<file path="config.mk">
export PLATFORM = sky130hd
export DESIGN_NAME = seg7_scan_decoder
export DESIGN_NICKNAME = d
export VERILOG_FILES = /design/src/rtl/seg7_scan_decoder.sv
export SDC_FILE = /design/constraint.sdc
export NUM_CORES = 1
export LEC_CHECK = 0
export CORE_MARGIN = 4
export CORE_UTILIZATION = 35
export CTS_CLUSTER_DIAMETER = 120
export DETAILED_ROUTE_END_ITERATION = 7
export PLACE_DENSITY_LB_ADDON = 0.08
export SKIP_LAST_GASP = 1
export SLEW_MARGIN = 10
export SYNTH_ARGS = -nofsm -noshare
export SYNTH_HDL_FRONTEND = slang
export SYNTH_SLANG_ARGS = --single-unit
</file>
<file path="constraint.sdc">
create_clock -name clk -period 3.7 [get_ports clk]
set_clock_uncertainty 0.15 [all_clocks]
set_input_delay 0.925 -clock clk [delete_from_list [all_inputs] [get_ports clk]]
set_output_delay 0.925 -clock clk [all_outputs]
set_load 0.05 [all_outputs]
</file>
<file path="src/rtl/seg7_scan_decoder.sv">
// Purpose: receive-side monitor for a multiplexed 8-digit 7-segment bus; decodes digits, assembles frames, flags errors.
// Latency: a bus value held from edge k commits on edge k+STABLE_CYCLES-1; outputs are registered and visible after that edge.
// Backpressure: none. This is a passive observer that never stalls the bus. frame_valid is a one-cycle pulse with no handshake.
//
// Ports:
//   clk, reset       rising-edge clock, asynchronous active-high reset
//   AA[7:0]          active-low anodes (bit i low selects digit i)
//   segment[6:0]     active-low segments {a,b,c,d,e,f,g}
//   clear_err        synchronous clear of the sticky error flags (a same-cycle set wins)
//   digits[31:0]     live decoded nibbles, nibble i at [4i+3:4i]
//   blank[7:0]       digit i last committed with every segment off
//   frame[31:0]      snapshot of digits captured when all 8 digits have committed
//   frame_valid      one-cycle pulse that accompanies a new frame
//   err_multi        sticky: more than one anode was stable-active at a commit
//   err_code         sticky: a stable segment pattern was neither a glyph nor blank
module seg7_scan_decoder #(
  parameter int STABLE_CYCLES = 4
) (
  input  logic        clk,
  input  logic        reset,
  input  logic [7:0]  AA,
  input  logic [6:0]  segment,
  input  logic        clear_err,
  output logic [31:0] digits,
  output logic [7:0]  blank,
  output logic [31:0] frame,
  output logic        frame_valid,
  output logic        err_multi,
  output logic        err_code
);

  localparam int CW = $clog2(STABLE_CYCLES + 1);
  localparam logic [CW-1:0] CNT_MAX = CW'(STABLE_CYCLES);
  localparam logic [CW-1:0] CNT_PRE = CW'(STABLE_CYCLES - 1);

  // Returns {valid, nibble} for an active-high segment pattern.
  function automatic logic [4:0] decode_glyph(input logic [6:0] sn);
    logic [4:0] r;
    case (sn)
      7'h7E:   r = 5'h10;
      7'h30:   r = 5'h11;
      7'h6D:   r = 5'h12;
      7'h79:   r = 5'h13;
      7'h33:   r = 5'h14;
      7'h5B:   r = 5'h15;
      7'h5F:   r = 5'h16;
      7'h70:   r = 5'h17;
      7'h7F:   r = 5'h18;
      7'h7B:   r = 5'h19;
      7'h77:   r = 5'h1A;
      7'h1F:   r = 5'h1B;
      7'h4E:   r = 5'h1C;
      7'h3D:   r = 5'h1D;
      7'h4F:   r = 5'h1E;
      7'h47:   r = 5'h1F;
      default: r = 5'h00;
    endcase
    return r;
  endfunction

  logic [14:0]   prev_q, prev_d;
  logic [CW-1:0] cnt_q, cnt_d;
  logic [31:0]   digits_q, digits_d;
  logic [7:0]    blank_q, blank_d;
  logic [7:0]    seen_q, seen_d;
  logic [31:0]   frame_q, frame_d;
  logic          frame_valid_q, frame_valid_d;
  logic          err_multi_q, err_multi_d;
  logic          err_code_q, err_code_d;

  logic [7:0]  an;
  logic [6:0]  sn;
  logic [14:0] sample;
  logic        same;
  logic        commit;
  logic        multi_hot;
  logic        one_hot;
  logic [2:0]  idx;
  logic [4:0]  glyph;
  logic        set_multi;
  logic        set_code;

  assign an     = ~AA;
  assign sn     = ~segment;
  assign sample = {an, sn};

  always_comb begin
    prev_d        = sample;
    cnt_d         = cnt_q;
    digits_d      = digits_q;
    blank_d       = blank_q;
    seen_d        = seen_q;
    frame_d       = frame_q;
    frame_valid_d = 1'b0;
    set_multi     = 1'b0;
    set_code      = 1'b0;
    idx           = 3'd0;

    same = (sample == prev_q);
    if (same) begin
      cnt_d = (cnt_q == CNT_MAX) ? cnt_q : cnt_q + CW'(1);
    end else begin
      cnt_d = CW'(1);
    end

    // The commit fires only on the step into saturation, so a long hold commits once.
    commit = same && (cnt_q == CNT_PRE);

    // Clearing the lowest set bit leaves something only when two or more anodes are active.
    multi_hot = ((an & (an - 8'd1)) != 8'd0);
    one_hot   = (an != 8'd0) && !multi_hot;
    for (int i = 0; i < 8; i++) begin
      if (an[i]) idx = i[2:0];
    end
    glyph = decode_glyph(sn);

    if (commit) begin
      if (multi_hot) begin
        set_multi = 1'b1;
      end else if (one_hot) begin
        if (sn == 7'h00) begin
          blank_d[idx]               = 1'b1;
          digits_d[{idx, 2'b00} +: 4] = 4'h0;
          seen_d[idx]                = 1'b1;
        end else if (glyph[4]) begin
          blank_d[idx]               = 1'b0;
          digits_d[{idx, 2'b00} +: 4] = glyph[3:0];
          seen_d[idx]                = 1'b1;
        end else begin
          set_code = 1'b1;
        end
      end
      // Frame captures the post-commit digits so the completing digit is included.
      if (seen_d == 8'hFF) begin
        frame_d       = digits_d;
        seen_d        = 8'h00;
        frame_valid_d = 1'b1;
      end
    end

    err_multi_d = set_multi | (err_multi_q & ~clear_err);
    err_code_d  = set_code  | (err_code_q  & ~clear_err);
  end

  always_ff @(posedge clk or posedge reset) begin
    if (reset) begin
      prev_q        <= '0;
      cnt_q         <= '0;
      digits_q      <= '0;
      blank_q       <= 8'hFF;
      seen_q        <= '0;
      frame_q       <= '0;
      frame_valid_q <= 1'b0;
      err_multi_q   <= 1'b0;
      err_code_q    <= 1'b0;
    end else begin
      prev_q        <= prev_d;
      cnt_q         <= cnt_d;
      digits_q      <= digits_d;
      blank_q       <= blank_d;
      seen_q        <= seen_d;
      frame_q       <= frame_d;
      frame_valid_q <= frame_valid_d;
      err_multi_q   <= err_multi_d;
      err_code_q    <= err_code_d;
    end
  end

  assign digits      = digits_q;
  assign blank       = blank_q;
  assign frame       = frame_q;
  assign frame_valid = frame_valid_q;
  assign err_multi   = err_multi_q;
  assign err_code    = err_code_q;

endmodule

</file>
==> results of run 1 <==
[placed cells by master, fill, tap and decap left out, types with 5 or more instances in the layout]
master and n:
clkdlybuf4s50_1 77, xor2_1 5, mux2_1 14, buf_4 130, xor2_2 9, buf_12 8, dlygate4sd2_1 9, a22oi_1 6
clkbuf_16 9, nor4_1 6, mux2_2 14, a21oi_1 19, nand2_1 52, nand4_1 10, nor3_1 15, mux2i_1 7
buf_6 5, mux2_4 10, nor2_1 18, nand3_1 16, o21ai_0 28, dfrtp_1 93, a22o_1 23, dfstp_2 8
inv_1 31, a32o_1 8
[registers in the layout, summed over array words and instances (netlist names), named ones only]
signal / flops
cnt_q: 3
digits: 32
err_code: 1
err_multi: 1
frame: 32
frame_valid: 1
prev_q: 15
seen_q: 8
[worst paths after layout]
| kind | slack, ns | from | cells after the start | to |
|---|---|---|---|---|
| hold reg to reg | 0.34 | frame[21] | 1 | frame[21] |
| setup / recovery | 0.1 | AA[5] | 13 | frame[13] |
| max in group asynchronous | 2.05 | reset | 3 | async pin |
| min in group asynchronous | 0.92 | reset | 3 | frame[9] |
| hold / removal | 0.34 | frame[21] | 1 | frame[21] |
| setup reg to reg | 0.64 | prev_q[5] | 15 | digits[18] |
[what timing repair did]
item / 4_1_cts / 5_1_grt
gates cloned: 2 / 0
setup buffers: 24 / 1
pin swaps: 15 / 9
resized for setup: 50 / 23
setup endpoints to repair: 53 / 42
hold buffers: 0 / 0
[routing by layer]
metal | vias to the layer above | wire, um | track usage
li1 | 2318 | - | -
met1 | 2390 | 8360 | 0.306
met2 | 131 | 7690 | 0.313
met3 | 24 | 775 | 0.0394
met4 | 0 | 348 | 0.0696
met5 | - | 0 | 0
[power groups by stage]
stage | clock network [W] | logic, W | registers, W
after floorplan | 0 | 0.000122 | 0.00114
after global placement | 0 | 0.000260 | 0.00114
after detailed placement | 0 | 0.000261 | 0.00114
after CTS | 0.00106 | 0.000268 | 0.00112
after global routing | 0.00111 | 0.000303 | 0.00112
final | 0.00103 | 0.000278 | 0.00112
[stage by stage]
stage / setup TNS [ns] / util / worst slack, ns
finish: 0 / 0.554 / 0.100
global route: -0.00657 / 0.554 / -0.00657
CTS: 0 / 0.548 / 0.0110
detailed placement: -35.70 / 0.498 / -0.672
global placement: -33.01 / 0.498 / -0.638
floorplan: -0.969 / - / -0.153
[worst reg2reg max path: stages, from the launching register on]
cell and delay (ns):
dfrtp_1 0.39, xor2_2 0.21, nand4_1 0.18, nor4_4 0.38, nand2_2 0.12, buf_4 0.14
buf_4 0.12, buf_4 0.12, buf_4 0.12, buf_4 0.12, buf_4 0.12, buf_4 0.12
buf_4 0.12, buf_4 0.12, buf_4 0.16, mux2_2 0.28
[cells by family (layout without fill, tap and decap cells)]
| logic type | after synthesis | after routing | synth area share |
|---|---|---|---|
| DFF | 101 | 101 | 0.481 |
| and+or+nand+nor | 160 | 160 | 0.158 |
| xor gates and xnor gates | 17 | 17 | 0.0296 |
| adders and majority gates | 7 | 7 | 0.0161 |
| muxes | 45 | 45 | 0.0943 |
| buffers and inverters | 61 | 287 | 0.0538 |
| AOI/OAI and AO/OA | 122 | 122 | 0.168 |
[layout make-up]
type / count / share of cell area
flip-flops and latches: 101 / 0.313
clock buffers: 11 / 0.0299
multi-input cells: 351 / 0.339
well taps: 184 / 0.0284
clock inverters: 5 / 0.0100
repair buffers: 237 / 0.264
inverters: 34 / 0.0162
==> results.sh, run 1 <==
export IMPL_die_area_sq_mm=0.0171
export IMPL_hold_viol_final=0
export IMPL_max_stage_delay_ns=0.41
export IMPL_die_w_um=131
export IMPL_clkSinkCount=101
export IMPL_cts_buffer_depth=2
export IMPL_leakage_nw=3.60
export IMPL_fin_area_sq_mm=0.00811
export IMPL_synth_top_cell_area_share=0.441
export IMPL_grt_pass1_vias=4990
export IMPL_drtIter0Drc=223
export IMPL_path_buf_inv=6
export IMPL_status="complete, no violations"
export IMPL_cts_root_buf="clkbuf_16"
export IMPL_diodes=0
export IMPL_pwr_share_comb=0.115
export IMPL_regArea_sq_mm=0.00254
export IMPL_final_max_slew_viol_count=0
export IMPL_drtPass1Iterations=4
export IMPL_die_y_um=131
export IMPL_ys_warnings_count=0
export IMPL_hold_path_class="flop to flop"
export IMPL_synth_seq_cells=101
export IMPL_synth_top_flop_cell="dfrtp_1"
export IMPL_tightest_slew_ns=0.995
export IMPL_instances_no_fill=923
export IMPL_multi_input_area_sq_mm=0.00275
export IMPL_wl_per_cell_um=18.6
export IMPL_synth_area_sq_mm=0.00528
export IMPL_grt_pass1_wl_um=27500
export IMPL_netlist_cell_type_count=65
export IMPL_switching_share=0.237
export IMPL_initial_utilization=0.361
export IMPL_p_per_area_mw_per_mm2=299
export IMPL_ant_nets=0
export IMPL_drive_above_1_share=0.322
export IMPL_finalNetCount=758
export IMPL_hpwlAfterDp_um=12300
export IMPL_max_cap_viol_count=0
export IMPL_cts_made_buffers=9
export IMPL_p_switching_w=0.000575
export IMPL_crit_fanout=7
export IMPL_setup_viol=0
export IMPL_cp_top_family="buffers and inverters"
export IMPL_grt_usage=0.210
export IMPL_critPathKind="input port to flop"
export IMPL_grt_antenna_before_repair=0
export IMPL_power_total_w=0.00242
export IMPL_vias=4863
export IMPL_core_area_sq_mm=0.0146
export IMPL_drc_errors=0
export IMPL_path_clk_slew_ns=0.07
export IMPL_syn2layout_area_growth_pct=53.6
export IMPL_rows=44
export IMPL_power_frac_seq=0.461
export IMPL_crit_required_ns=3.79
export IMPL_fin_crit_sh=0.973
export IMPL_async_reset_ff_frac=1.00
export IMPL_place_inst=882
export IMPL_synth_common_cells="dfrtp_1 (93), nand2_1 (54), inv_1 (33), o21ai_0 (29)"
export IMPL_numPortBuffers=92
export IMPL_cts_tree="built"
export IMPL_slew_headroom=0.337
export IMPL_place_gp_congestion=0.875
export IMPL_holdWs_ns=0.341
export IMPL_nFillCells=1288
export IMPL_io_pins=93
export IMPL_worst_path_most_repeated_cell="buf_12"
export IMPL_via_per_inst=5.27
export IMPL_max_freq_mhz=278
export IMPL_grt_max_degree=102
export IMPL_gr_total_overflow=0
export IMPL_placed_area_sq_mm=0.00729
export IMPL_synth_edf_count=0
export IMPL_htree_levels=3
export IMPL_ys_seq_area_frac=0.481
export IMPL_start_kind="input port"
export IMPL_syn_inst=513
export IMPL_postSynthAreaPerCell_sq_um=10.3
export IMPL_critPathArrivalTime_ns=3.69
export IMPL_power_frac_clock=0.424
export IMPL_wirelength_um=17200
export IMPL_syn_nets=537
export IMPL_synth_most_common_cell="dfrtp_1"
export IMPL_yosys_area_top_type="dfrtp_1"
export IMPL_crit_path_cell_trace="dlygate4sd2_1 > buf_4 > nand4b_1 > mux2_2 > nand3_1 > a31oi_1 > o32a_1 > a2111oi_4 > buf_6 > buf_12 > buf_16 > buf_12 > mux2_1"
export IMPL_cp_end_kind="flop"
export IMPL_fin_crit_ns=3.60
export IMPL_clock_latency_ns=0.35
export IMPL_p_int_w=0.00185
export IMPL_crit_slowest_cell="o32a_1"
export IMPL_ir_drop_mv=0.205
export IMPL_synth_area_leaders="dfrtp_1 (44%), mux2_1 (5.1%), dfstp_2 (4.0%)"
Note: power is estimated with default switching activity, not from simulation.
==> run 2: changes to the inputs <==
--- a/config.mk
+++ b/config.mk
@@ -11,7 +11,6 @@
 export DETAILED_ROUTE_END_ITERATION = 7
 export PLACE_DENSITY_LB_ADDON = 0.08
 export SKIP_LAST_GASP = 1
-export SLEW_MARGIN = 10
 export SYNTH_ARGS = -nofsm -noshare
 export SYNTH_HDL_FRONTEND = slang
 export SYNTH_SLANG_ARGS = --single-unit
==> results of run 2 <==
Final layout, timing and power as in run 1 (identical DEF).
==> run 3: changes to the inputs <==
--- a/config.mk
+++ b/config.mk
@@ -6,7 +6,7 @@
 export NUM_CORES = 1
 export LEC_CHECK = 0
 export CORE_MARGIN = 4
-export CORE_UTILIZATION = 35
+export CORE_UTILIZATION = 48
 export CTS_CLUSTER_DIAMETER = 120
 export DETAILED_ROUTE_END_ITERATION = 7
 export PLACE_DENSITY_LB_ADDON = 0.08
==> run 3 against run 2 <==
Count of clock-buffer cells in the layout fell by 2. Clock power decreased by 33%. Critical endpoint is now frame[10]. Non-clock buffer count is 2 lower. Largest power group unchanged.
==> results.sh, run 3 (synthesized netlist as in run 1, its figures left out) <==
export IMPL_rr_startpoint="prev_q[5]"
export IMPL_grt_usage=0.258
export IMPL_htree_levels=3
export IMPL_cts_tree="built"
export IMPL_final_util=0.725
export IMPL_pre_cts_slack_ns=-0.605
export IMPL_ant_nets=0
export IMPL_cts_made_buffers=9
export IMPL_die_y_um=113
export IMPL_holdCritStartpoint="frame[28]"
export IMPL_cts_buffer_depth=2
export IMPL_finalNetCount=756
export IMPL_critPathKind="input port to flop"
export IMPL_clkSinkCount=101
export IMPL_cts_root_buf="clkbuf_8"
export IMPL_initial_utilization=0.489
export IMPL_fin_area_sq_mm=0.00782
export IMPL_hold_path_class="flop to flop"
export IMPL_drtPass1Iterations=5
export IMPL_max_cap_viol_count=0
export IMPL_status="complete, no violations"
export IMPL_gr_total_overflow=0
export IMPL_min_to="frame[28]"
export IMPL_grt_max_degree=43
export IMPL_crit_fanout=8
export IMPL_final_max_slew_viol_count=0
export IMPL_drc_errors=0
export IMPL_die_w_um=113
export IMPL_grt_pass1_wl_um=26200
export IMPL_grt_pass1_vias=5164
export IMPL_r2r_slack_ns=0.57
export IMPL_fin_crit_ns=3.61
export IMPL_drive_above_1_share=0.307
export IMPL_io_pins=93
export IMPL_hpwlAfterDp_um=12000
export IMPL_clock_latency_ns=0.39
export IMPL_ir_drop_mv=0.218
export IMPL_start_kind="input port"
export IMPL_setup_viol=0
export IMPL_place_gp_congestion=0.922
export IMPL_rows=38
export IMPL_core_area_sq_mm=0.0108
export IMPL_leakage_nw=3.49
export IMPL_place_inst=851
export IMPL_tightest_slew_ns=1.07
export IMPL_max_freq_mhz=277
export IMPL_fin_crit_sh=0.975
export IMPL_hold_viol_final=0
export IMPL_wirelength_um=16300
export IMPL_slew_headroom=0.286
export IMPL_path_clk_slew_ns=0.11
export IMPL_via_per_inst=5.65
export IMPL_drtIter0Drc=303
export IMPL_diodes=0
export IMPL_rr_worst_depth=9
export IMPL_critPathArrivalTime_ns=3.73
export IMPL_crit_start="AA[2]"
export IMPL_final_common_cell="buf_4"
export IMPL_final_cell_mix="buf_4 (134), dfrtp_1 (93), clkdlybuf4s50_1 (78), nand2_1 (52), inv_1 (31)"
export IMPL_vias=4958
export IMPL_placed_area_sq_mm=0.00733
export IMPL_hold_depth=1
export IMPL_instances_no_fill=877
export IMPL_numPortBuffers=92
export IMPL_cts_hold_buf=0
export IMPL_cp_end_kind="flop"
export IMPL_crit_required_ns=3.82
export IMPL_reg2reg_to="frame[10]"
export IMPL_wl_per_cell_um=18.6
export IMPL_grt_antenna_before_repair=0
export IMPL_p_per_area_mw_per_mm2=268
export IMPL_syn2layout_area_growth_pct=48.1
export IMPL_die_area_sq_mm=0.0127
export IMPL_layout_setup_ws_ns=0.0910
[run 3: cell types whose count changed in the layout (fill, tap and decap cells not counted), moves of 3 or more]
cell	before	now
buf_6	5	2
clkbuf_16	9	1
buf_12	8	3
mux2_4	10	5
buf_4	130	134
clkbuf_2	4	0
clkbuf_8	1	9
mux2_1	14	19
[run 3: final cells by class]
type / count / area [sq um]
fillers: 842 / 2970
multi-input cells: 351 / 2690
clock buffers: 9 / 124
repair buffers: 235 / 2100
well taps: 140 / 175
clock inverters: 7 / 63.8
inverters: 34 / 131
flip-flops and latches: 101 / 2540
[run 3: critical path, cell delays in order]
cell and delay [ns]:
clkdlybuf4s15_1 0.26, buf_4 0.18, xor2_1 0.18, nand4_1 0.17, nor4_2 0.25, nand2_1 0.12
or4_4 0.54, a2111oi_4 0.39, buf_4 0.23, buf_12 0.15, mux2_1 0.33
[run 3: how the worst max path moves through the flow]
stage	endpoint	slack, ns	depth (start not counted)
floorplan	digits[17]	-0.15	14
global placement	frame[24]	-0.57	11
detailed placement	frame[24]	-0.61	11
CTS	frame[10]	0.07	11
global route	frame[10]	-0.01	11
finish	frame[10]	0.09	11
[run 3: per-layer routing]
metal / share of wire / global-route usage
met4: 0.020 / 0.0697
met5: 0 / 0
met1: 0.45 / 0.355
met3: 0.052 / 0.0460
met2: 0.48 / 0.423
[run 3: through the flow]
stage,TNS [ns],hold WS (ns),power (W)
2_1_floorplan,-0.969,0.312,0.00126
4_1_cts,0,0.350,0.00209
6_report,0,0.347,0.00209
3_3_place_gp,-28.08,0.318,0.00140
3_5_place_dp,-29.56,0.325,0.00141
5_1_grt,-0.0328,0.367,0.00217
[run 3: timing repair]
action | 4_1_cts | 5_1_grt
pin swaps | 7 | 11
setup endpoints to repair | 43 | 37
gates resized for setup | 34 | 19
gates cloned | 2 | 1
setup buffers | 3 | 4
[run 3: power breakdown]
group / switching [W] / internal, W / total [W]
clock: 0.000435 / 0.000260 / 0.000695
sequential: 0.00000616 / 0.00111 / 0.00112
combinational: 0.000153 / 0.000127 / 0.000280
total: 0.000594 / 0.00150 / 0.00209
==> edit 1, RTL diff (flow settings as in run 3) <==
Set the parameter `STABLE_CYCLES` to 16 (it was 4).
--- a/src/rtl/seg7_scan_decoder.sv
+++ b/src/rtl/seg7_scan_decoder.sv
@@ -14,7 +14,7 @@
 //   err_multi        sticky: more than one anode was stable-active at a commit
 //   err_code         sticky: a stable segment pattern was neither a glyph nor blank
 module seg7_scan_decoder #(
-  parameter int STABLE_CYCLES = 4
+  parameter int STABLE_CYCLES = 16
 ) (
   input  logic        clk,
   input  logic        reset,
Formal check against the unedited RTL: not equivalent (a bounded check fails within 10 cycles, from zero or initial values and one cycle with reset high).
==> edit 1 against run 3 <==
  * Sequential cell count increased by 2
  * Final area increased by 1.2%
  * Power increased by 18%
  * Routed wire length about the same
  * First-iteration DRC count increased by 17%
  * Worst setup slack got worse by 0.033 ns
  * Synthesized area increased by 3.8%
  * Fmax decreased by 0.90%
==> edit 1: results (changes against run 3) <==
* Top delay family on crit path: buffers and inverters
* Final sequential cell count at 103 (+2.0%)
* Nonclk buf count at 220 (-6.4%)
* Worst setup path startpoint: segment[5]
* Max Fclk at 274.6 MHz (-0.90%)
* All-Layer GR Usage at 0.2559 (-0.002120)
* DR iter-0 viols at 355 (+17%)
* HP Start: frame[30]
* Filler cells at 823 (-2.3%)
* CP max stage cell: clkdlybuf4s15_1
* R2R Path Start: prev_q[10]
* DP Area at 7345 um2 (+0.19%)
* Area delta synth->final at 44.45%
* Netlist cell types at 67 (+3.1%)
* Pint at 1.873 mW (+25%)
* Syn Nets at 571 (+6.3%)
* Run status: finished, final reports clean
* Sequential area share after synthesis at 0.4721 (-0.008423)
* Non-Clock Inverter Count at 38 (+12%)
* Pin count of the biggest net entering global routing at 104 (+140%)
* Resized cells post-CTS at 31 (-8.8%)
* Pre-CTS setup slack at -0.5979 ns (+0.007088 ns)
* Mapped Cells at 547 (+6.6%)
* Post-Route WL at 16,280 um (about the same)
* Clk tree area frac at 0.04188 (+0.01789)
* Most frequent cells after synthesis: dfrtp_1, nand2_1, o21ai_0
* Worst Reg2Reg Path Length in Cells at 10 (+1)
* Fraction of area in multi-input gates at 0.3457 (+0.001237)
* R2R Setup Slk at 0.74 ns (+0.17 ns)
edit 1: changes by cell type after synthesis, moves of 12 or more:
| cell | delta |
|---|---|
| a22o_1 | -22 |
| mux2_1 | -19 |
| mux2_4 | +17 |
| nor2_1 | +15 |
| o21ai_0 | +15 |
| o31ai_1 | +14 |
| xnor2_1 | +12 |
edit 1: per-layer routing:
metal / share of wire / track usage / up-vias
met5: 0 / 0 / -
met4: 0.023 / 0.1041 / 0
met3: 0.061 / 0.04737 / 29
met2: 0.48 / 0.4113 / 195
met1: 0.44 / 0.3429 / 2442
li1: - / - / 2348
edit 1: power by group through the flow:
stage / Sequential (mW) / Clock, mW / Combinational (mW)
floorplan: 1.16 / 0 / 0.121
global placement: 1.16 / 0 / 0.245
detailed placement: 1.16 / 0 / 0.249
CTS: 1.14 / 1.08 / 0.255
global route: 1.14 / 1.14 / 0.289
finish: 1.14 / 1.06 / 0.266
==> edit 2, RTL diff (settings of run 3) <==
Made on the original files. The output `frame_valid` loses its register stage (`frame_valid_q` becomes a continuous assignment).
--- a/src/rtl/seg7_scan_decoder.sv
+++ b/src/rtl/seg7_scan_decoder.sv
@@ -150,7 +150,6 @@
       blank_q       <= 8'hFF;
       seen_q        <= '0;
       frame_q       <= '0;
-      frame_valid_q <= 1'b0;
       err_multi_q   <= 1'b0;
       err_code_q    <= 1'b0;
     end else begin
@@ -160,11 +159,12 @@
       blank_q       <= blank_d;
       seen_q        <= seen_d;
       frame_q       <= frame_d;
-      frame_valid_q <= frame_valid_d;
       err_multi_q   <= err_multi_d;
       err_code_q    <= err_code_d;
     end
   end
+
+  assign frame_valid_q = frame_valid_d;
 
   assign digits      = digits_q;
   assign blank       = blank_q;
Formal check against the unedited RTL: same outputs for any inputs over 4 cycles, from zero or initial values and one cycle with reset high; that may be too few to reach the edited logic, so the function may still have changed.
==> edit 2 against run 3 <==
  * The run now ends with setup timing left
  * Synthesized cell count down 0.19%
  * Power up 2.5%
  * Routed wire length up 3.3%
  * Sequential cell count down 1
  * Global-route usage up 0.96 points
  * Worst setup slack worse by 0.47 ns
  * Synthesized area down 0.47%
  * Final area up 3.6%
==> edit 2: results (changes against run 3) <==
* Global-route wire length before repair at 27,260 um (+3.9%)
* Via density at 5.717 (+1.1%)
* Sw frac at 0.2747 (-0.009182)
* Final Wtd Congestion at 0.9201 (-0.24%)
* Hold Path Class: reg -> reg
* Total CTS buffers at 9 (unchanged)
* Failing checks: setup timing
* Peak supply drop at 195.8 uV (-10%)
* Arrival @ worst endpoint at 3.00 ns (-0.73 ns)
* Worst-path clk slew at roughly 0.1 ns
* DP HPWL at 11,680 um (-2.9%)
* Most frequent cells after synthesis: dfrtp_1, nand2_1, inv_1
* Pre-CTS setup slack at -0.9536 ns (-0.3486 ns)
* Setup crit end: frame_valid
* Layout cells sized above 1 at 0.3757 (+0.06901)
* Worst setup path startpoint: segment[2]
* R2R Setup Slk at 0.04 ns (-0.53 ns)
* Pin count of the biggest net entering global routing at 59 (+37%)
* Worst Reg2Reg Path Length in Cells at 16 (+7)
* Vias in the first global route at 5,422 (+5.0%)
* Top delay family on crit path: compound AO/OA/AOI/OAI gates
* Post-Route WL at 16,810 um (+3.3%)
* Nets at 783 (+3.6%)
* Setup-failing EPs final at 41 (+41)
* Netlist cell types at 65 (unchanged)
* Largest cells by area after synthesis: dfrtp_1, mux2_1, dfstp_2
* Sequential area share after synthesis at 0.4781 (-0.002473)
* First drt pass iteration count at 5 (unchanged)
* All-Layer GR Usage at 0.2677 (+0.009648)
* DR iter-0 viols at 348 (+15%)
* CP peak stage delay at 0.46 ns (-0.08 ns)
* LEAKAGE at 3.659 nW (+4.9%)
* CP max FO at 5 (-3)
* Met2 wire len at 7889 um (+0.93%)
* Max_slew headroom at 0.4582 (+0.1725)
* DRT met1 WL at 7301 um (+0.34%)
* Setup slack after layout at -0.3743 ns (-0.4653 ns)
* Syn Nets at 536 (-0.19%)
* R2R Path Start: prev_q[9]
* HP Start: frame[9]
* Run status: finished, violations left
* TNS Setup at -5.765 ns (-5.765 ns)
* CP max stage cell: a2111oi_4
* Wire length on met3 at 1112 um (+31%)
* Reg2Reg Capture Point: frame[30]
edit 2: cell types whose count changed after synthesis, sizes merged:
cell / change
dfrtp: -1
edit 2: area by class of cell:
type	count	area (um2)
Multi-Input combinational cell	351	2846
Sequential cell	100	2512
Fill cell	701	2404
Timing Repair Buffer	263	2250
Tap cell	136	170.2
Clock buffer	11	151.4
Inverter	34	130.1
Clock inverter	5	45.04
edit 2: power groups by stage:
stage / Sequential, mW / Combinational, mW / Clock (mW)
6_report: 1.11 / 0.339 / 0.698
5_1_grt: 1.11 / 0.365 / 0.746
4_1_cts: 1.11 / 0.320 / 0.705
3_5_place_dp: 1.13 / 0.267 / 0
3_3_place_gp: 1.13 / 0.263 / 0
2_1_floorplan: 1.13 / 0.119 / 0
edit 2: kinds of logic (layout without fill, tap and decap cells):
| logic type | count (synthesis) | after routing | share of synthesized area |
|---|---|---|---|
| mux | 45 | 45 | 0.09476 |
| buf+inv | 61 | 313 | 0.05405 |
| xor+xnor | 17 | 17 | 0.02976 |
| flops | 100 | 100 | 0.4781 |
| compound gates | 122 | 122 | 0.1686 |
| simple gates | 160 | 160 | 0.1586 |
| fa+ha+maj | 7 | 7 | 0.01619 |
edit 2: what timing repair did:
action | CTS | global route
hold buffers | 0 | 0
setup endpoints to repair | 50 | 56
gates resized for setup | 122 | 13
gates cloned | 4 | 0
setup buffers | 38 | 3
pin swaps | 32 | 4
edit 2: layer usage:
metal	GRT usage	vias up
li1	-	2358
met1	0.3596	2519
met2	0.4313	220
met3	0.04636	48
met4	0.1082	0
met5	0	-
edit 2: how the worst min path moves through the flow:
stage,endpoint,slack [ns],depth (start not counted)
5_1_grt,frame[13],0.37,1
2_1_floorplan,seen_q[7],0.31,2
3_5_place_dp,frame[31],0.32,1
6_report,frame[9],0.34,1
4_1_cts,frame[31],0.35,1
3_3_place_gp,frame[20],0.32,1
edit 2: metrics by stage:
| step | std cells | hold WS [ns] | area (um2) | utilization |
|---|---|---|---|---|
| after global routing | 900 | 0.3699 | 8105 | 0.7713 |
| after global placement | 843 | 0.3186 | 7278 | 0.6926 |
| final | 900 | 0.3431 | 8105 | 0.7713 |
| after detailed placement | 843 | 0.3246 | 7278 | 0.6926 |
| after floorplan | 512 | 0.3125 | 5340 | - |
| after CTS | 901 | 0.3475 | 8039 | 0.7650 |
